File: src/rtl/bcd2bin_seq_pkg.sv
// bcd2bin_seq_pkg: shared BCD constants, FSM state encodings and digit helper
// used by the sequential BCD-to-binary converter.
package bcd2bin_seq_pkg;
    localparam int DIGIT_W = 4;
    localparam logic [DIGIT_W-1:0] BCD_MAX = 4'd9;
    localparam logic [1:0] ST_IDLE  = 2'd0;
    localparam logic [1:0] ST_CHECK = 2'd1;
    localparam logic [1:0] ST_RUN   = 2'd2;
    localparam logic [1:0] ST_FIN   = 2'd3;

    function automatic logic digit_bad(input logic [DIGIT_W-1:0] d);
        return d > BCD_MAX;
    endfunction
endpackage

File: src/rtl/bcd_mac10.sv
// bcd_mac10: combinational acc*10 + digit, built from two shifts and adds.
module bcd_mac10 #(
    parameter int ACC_W = 20
) (
    input  logic [ACC_W-1:0] acc,
    input  logic [3:0]       digit,
    output logic [ACC_W-1:0] result
);
    assign result = (acc << 3) + (acc << 1) + ACC_W'(digit);
endmodule

File: src/rtl/bcd2bin_seq.sv
// bcd2bin_seq: sequential BCD-to-binary converter, one digit per clock, MS digit
// first, with saturation on overflow and error flag on non-decimal digits.
module bcd2bin_seq
    import bcd2bin_seq_pkg::*;
#(
    parameter int NDIGITS = 5,
    parameter int WIDTH   = 16
) (
    input  logic                       CLOCK_50,
    input  logic                       rst_n,
    input  logic                       start,
    input  logic [DIGIT_W*NDIGITS-1:0] bcd_in,
    output logic                       busy,
    output logic                       done,
    output logic [WIDTH-1:0]           bin_out,
    output logic                       ovf,
    output logic                       err
);
    localparam int ACC_W = DIGIT_W * NDIGITS;
    localparam int IDX_W = NDIGITS > 1 ? $clog2(NDIGITS) : 1;

    logic [1:0]         state;
    logic [ACC_W-1:0]   bcd_r;
    logic [ACC_W-1:0]   acc;
    logic [ACC_W-1:0]   acc_next;
    logic [IDX_W-1:0]   idx;
    logic [DIGIT_W-1:0] digit;
    logic               bad;
    logic               over;

    assign digit = bcd_r[idx*DIGIT_W +: DIGIT_W];
    assign over  = |(acc >> WIDTH);

    always_comb begin
        bad = 1'b0;
        for (int i = 0; i < NDIGITS; i++)
            bad = bad | digit_bad(bcd_r[i*DIGIT_W +: DIGIT_W]);
    end

    bcd_mac10 #(.ACC_W(ACC_W)) u_mac (
        .acc   (acc),
        .digit (digit),
        .result(acc_next)
    );

    // busy is registered so it stays high through the done cycle and can
    // carry straight into the next conversion when start is held.
    always_ff @(posedge CLOCK_50 or negedge rst_n) begin
        if (!rst_n) begin
            state   <= ST_IDLE;
            busy    <= 1'b0;
            done    <= 1'b0;
            bin_out <= '0;
            ovf     <= 1'b0;
            err     <= 1'b0;
            acc     <= '0;
            idx     <= '0;
            bcd_r   <= '0;
        end else begin
            case (state)
                ST_IDLE: begin
                    done <= 1'b0;
                    busy <= start;
                    if (start) begin
                        bcd_r <= bcd_in;
                        acc   <= '0;
                        idx   <= IDX_W'(NDIGITS - 1);
                        state <= ST_CHECK;
                    end
                end
                ST_CHECK: begin
                    if (bad) begin
                        state <= ST_FIN;
                    end else begin
                        acc   <= ACC_W'(digit);
                        idx   <= idx - 1'b1;
                        state <= idx == '0 ? ST_FIN : ST_RUN;
                    end
                end
                ST_RUN: begin
                    acc   <= acc_next;
                    idx   <= idx - 1'b1;
                    state <= idx == '0 ? ST_FIN : ST_RUN;
                end
                default: begin
                    done    <= 1'b1;
                    err     <= bad;
                    ovf     <= !bad && over;
                    bin_out <= bad ? '0 : over ? '1 : WIDTH'(acc);
                    state   <= ST_IDLE;
                end
            endcase
        end
    end
endmodule

File: config.mk
export PLATFORM = sky130hd
export DESIGN_NAME = bcd2bin_seq
export DESIGN_NICKNAME = d
export VERILOG_FILES = /design/src/rtl/bcd2bin_seq_pkg.sv /design/src/rtl/bcd_mac10.sv /design/src/rtl/bcd2bin_seq.sv
export SDC_FILE = /design/constraint.sdc
export NUM_CORES = 1
export LEC_CHECK = 0
export BUFFER_PORTS_ARGS = -buffer_cell sky130_fd_sc_hd__buf_2
export CAP_MARGIN = 10
export CORE_ASPECT_RATIO = 1.25
export CORE_MARGIN = 2
export CORE_UTILIZATION = 55
export CTS_CLUSTER_SIZE = 40
export DETAILED_ROUTE_END_ITERATION = 6
export PLACE_DENSITY = 0.75
export SETUP_SLACK_MARGIN = 0.2
export SLEW_MARGIN = 0
export SYNTH_ARGS = -nofsm -noshare
export SYNTH_HDL_FRONTEND = slang
export SYNTH_SLANG_ARGS = --single-unit
File: constraint.sdc
create_clock -name CLOCK_50 -period 3.5 [get_ports CLOCK_50]
set_input_delay 0.7 -clock CLOCK_50 [delete_from_list [all_inputs] [get_ports CLOCK_50]]
set_output_delay 0.7 -clock CLOCK_50 [all_outputs]
set_load 0.01 [all_outputs]
==> results.tsv <==
stage	metric	value	unit
outcome	status	completed	
yosys	fraction of registers with async set/reset	100.0	%
yosys	EDFF count, synth	0	
layout	# diodes	0	
yosys	Post-synth top cells	dfrtp_1, o21ai_0, ha_1, nand2_1, inv_1	
yosys	register bit total from synthesis	65	
power	switching power	0.001203	W
sta	sum of negative setup slack	0	ns
sta	final hold viol count	0	
min_path	min-delay worst type	in -> async	
yosys	syn nets	474	
setup_path	Crit Path Max Fanout	8	
power	sequential share of power	36.4	%
yosys	cell count after synthesis	409	
setup_path	Critical Path End Type	flop	
floorplan	Die Footprint	0.008073	sq mm
global_route	initial antenna violation count	0	
floorplan	Die Y	99.96	um
clocking	CTS H-Tree Depth	3	
clocking	CTS Root Cell	clkbuf_8	
setup_path	reg-to-reg critical path startpoint	idx[0]	
floorplan	row count	35	
yosys	most frequent cell after synthesis	dfrtp_1	
global_route	first-pass GRT wire length	14100	um
yosys	Area contributors post-synth	dfrtp_1, ha_1, o21ai_0	
placed_design	placed wire-length estimate	6104	um
setup_path	critical path endpoint	acc[15]	
floorplan	area of the core	0.007269	sq mm
global_route	All-Layer GR Usage	22.38	%
sta	Final Max Slew Viols	0	
sta	Worst Clk Skew	0.007523	ns
floorplan	Starting Density	55.73	%
global_route	pin count of the biggest net entering global routing	39	
sta	max_slew headroom	40.30	%
route	antenna viol nets, final	0	
setup_path	Worst R2R End	acc[15]	
power	power per cell area	681.0	mW/mm^2
setup_path	worst reg-to-reg path cell count	12	
route	wl on met1	3570	um
power	clock power share	21.4	%
route	mean routed wirelength per cell	15.13	um
sta	fin crit period	3.263	ns
run	max cap viols	0	
clocking	CTS buffer count	9	
placed_design	dpl cells	528	
clocking	Worst-path clk slew	0.07	ns
yosys	synthesized area	0.004051	sq mm
sta	Worst Tran Pin Value	0.8933	ns
setup_path	kind of critical path	reg -> reg	
yosys	post-synth top area cell	dfrtp_1	
floorplan	die width	80.77	um
global_route	GRT overflow	0	
layout	share of layout cells above drive strength 1	22.76	%
power	Leakage Power	2.196	nW
route	DRT Pass-1 Iters	4	
power	Sw Ratio	38.23	%
setup_path	WP data required	3.71	ns
layout	Non-Filler Instances	549	
sta	Final setup viols	0	
floorplan	io pins	43	
yosys	Ys Warns	0	
yosys	Yosys top cell area share	40.15	%
route	vias per cell	5.659	
yosys	average size of a mapped cell	9.906	sq um
clocking	CTS Buffer Depth	2	
layout	fill count	613	
sta	RSZ-0062 raised after global routing	yes	
clocking	clock latency on the worst-skew pair	0.34	ns
placed_design	routability congestion estimate	0.8963	
route	uppermost layer routed	met4	
layout	Layout area overhead	14.05	%
yosys	register area share after synthesis	40.15	%
sta	Max Freq	0.3065	GHz
clocking	TritonCTS clock tree	yes	
clocking	Num Clock Sinks	65	
yosys	most used flip-flop cell after synthesis	dfrtp_1	
setup_path	Crit-path slowest cell	mux4_2	
yosys	Netlist cell types	55	
route	met3 wire length	315	um
layout	Final nets	518	
route	drt total wl	8305	um
power	cell-internal power	0.001944	W
setup_path	Reg2Reg Setup Slack	0.24	ns
setup_path	Crit. Startpoint	idx[0]	
clocking	CTS hold repair buffers	0	
sta	Tcrit/Tclk final	93.23	%
global_route	vias in the first global route	3099	
setup_path	Arrival @ worst endpoint	3.47	ns
route	routed length on met2	4274	um
route	Initial DRC Count	258	
power	Comb pwr share	42.2	%
route	DRC viols	0	
power	Peak supply drop	514.0	uV
placed_design	input/output buffers	42	
setup_path	crit-path max cell delay	0.51	ns
setup_path	crit path cell chain	mux4_2 > nor2b_4 > a31oi_4 > fa_1 > inv_2 > ha_4 > a21o_1 > nand4_1 > a21oi_4 > o211ai_1 > mux2i_1 > o311ai_2	
route	DR vias	3107	
setup_path	CP startpoint kind	flop	
## worst max-delay path: cells and delay by family (launching register included)
| family | cells | cell delay, ns |
|---|---|---|
| multiplexers | 2 | 0.79 |
| AND/OR/NAND/NOR | 2 | 0.31 |
| flip-flops | 1 | 0.44 |
| AO/OA/AOI/OAI | 5 | 0.84 |
| adder cells (fa/ha/maj) | 2 | 0.65 |
| buffers and inverters | 1 | 0.09 |
## placed cells by master (no fill, tap or decap), types with 7 or more instances in the layout
| master | netlist | layout |
|---|---|---|
| dfrtp_1 | 65 | 64 |
| o21ai_0 | 47 | 43 |
| buf_2 | 7 | 42 |
| nand2_1 | 40 | 40 |
| ha_1 | 40 | 39 |
| inv_1 | 37 | 36 |
| a21oi_1 | 20 | 20 |
| mux2_2 | 20 | 20 |
| o211ai_1 | 19 | 19 |
| clkbuf_8 | 1 | 13 |
| nor2_1 | 12 | 12 |
| o21ai_1 | 5 | 9 |
| buf_4 | 0 | 9 |
| nand3_1 | 8 | 8 |
| xnor2_1 | 8 | 8 |
| xor2_1 | 7 | 7 |
## repair_timing
item,CTS,global route
pin swaps,0,7
resized for setup,2,10
endpoints found under the setup margin,5,11
endpoints found under the hold margin,0,0
buffers inserted,0,6
## power groups by stage
stage	Clock, W	Combinational, W	Sequential [W]
3_5_place_dp	0	0.00123	0.00116
6_report	0.000672	0.00133	0.00115
2_1_floorplan	0	0.00101	0.00108
5_1_grt	0.000726	0.00150	0.00117
3_3_place_gp	0	0.00119	0.00115
4_1_cts	0.000686	0.00124	0.00115
## sequential cells by signal, summed over array words and instances, names as in the netlist
signal,count
acc,20
bcd_r,20
state,2
ovf,1
bin_out,16
err,1
idx,3
done,1
busy,1
## area by class of cell
| class | instances | area, sq um | area share (%) |
|---|---|---|---|
| clock inverter | 2 | 35.03 | 0.7582 |
| inverter | 37 | 138.9 | 3.006 |
| tap | 92 | 115.1 | 2.491 |
| multi-input combinational | 288 | 2227 | 48.20 |
| timing repair buffer | 52 | 297.8 | 6.445 |
| sequential | 65 | 1628 | 35.23 |
| clock buffer | 13 | 178.9 | 3.872 |
## through the flow
step | area [sq um] | setup slack [ns] | util (%) | hold WS, ns | power [W]
finish | 4621 | 0.2371 | 63.56 | 0.4312 | 0.003147
global route | 4621 | 0.1115 | 63.56 | 0.4724 | 0.003403
CTS | 4527 | 0.2133 | 62.27 | 0.4467 | 0.003077
detailed placement | 4307 | 0.09065 | 59.24 | 0.4842 | 0.002392
global placement | 4307 | 0.1887 | 59.24 | 0.4660 | 0.002336
floorplan | 4051 | 0.4180 | - | 0.4044 | 0.002093
## how the worst min path moves through the flow
stage / start / endpoint / slack, ns / cells past startpoint
floorplan: rst_n / acc[0] / 0.40 / 0
global placement: done / done / 0.47 / 2
finish: rst_n / bin_out[13] / 0.43 / 1
detailed placement: acc[19] / acc[19] / 0.48 / 2
global route: rst_n / bin_out[12] / 0.47 / 1
CTS: rst_n / bin_out[13] / 0.45 / 1
## layer usage
metal	up-vias	GRT usage (%)
li1	1546	-
met1	1471	27.59
met2	77	38.59
met3	13	5.396
met4	0	6.910
met5	-	0
## kinds of logic after synthesis
group / share of synthesized area, %
DFF: 40.15
AOI/OAI and AO/OA: 19.95
adders and majority gates: 13.34
muxes: 8.308
buffers and inverters: 5.898
xor gates and xnor gates: 3.243
and+or+nand+nor: 9.111
Note: power is estimated with default switching activity, not from simulation.
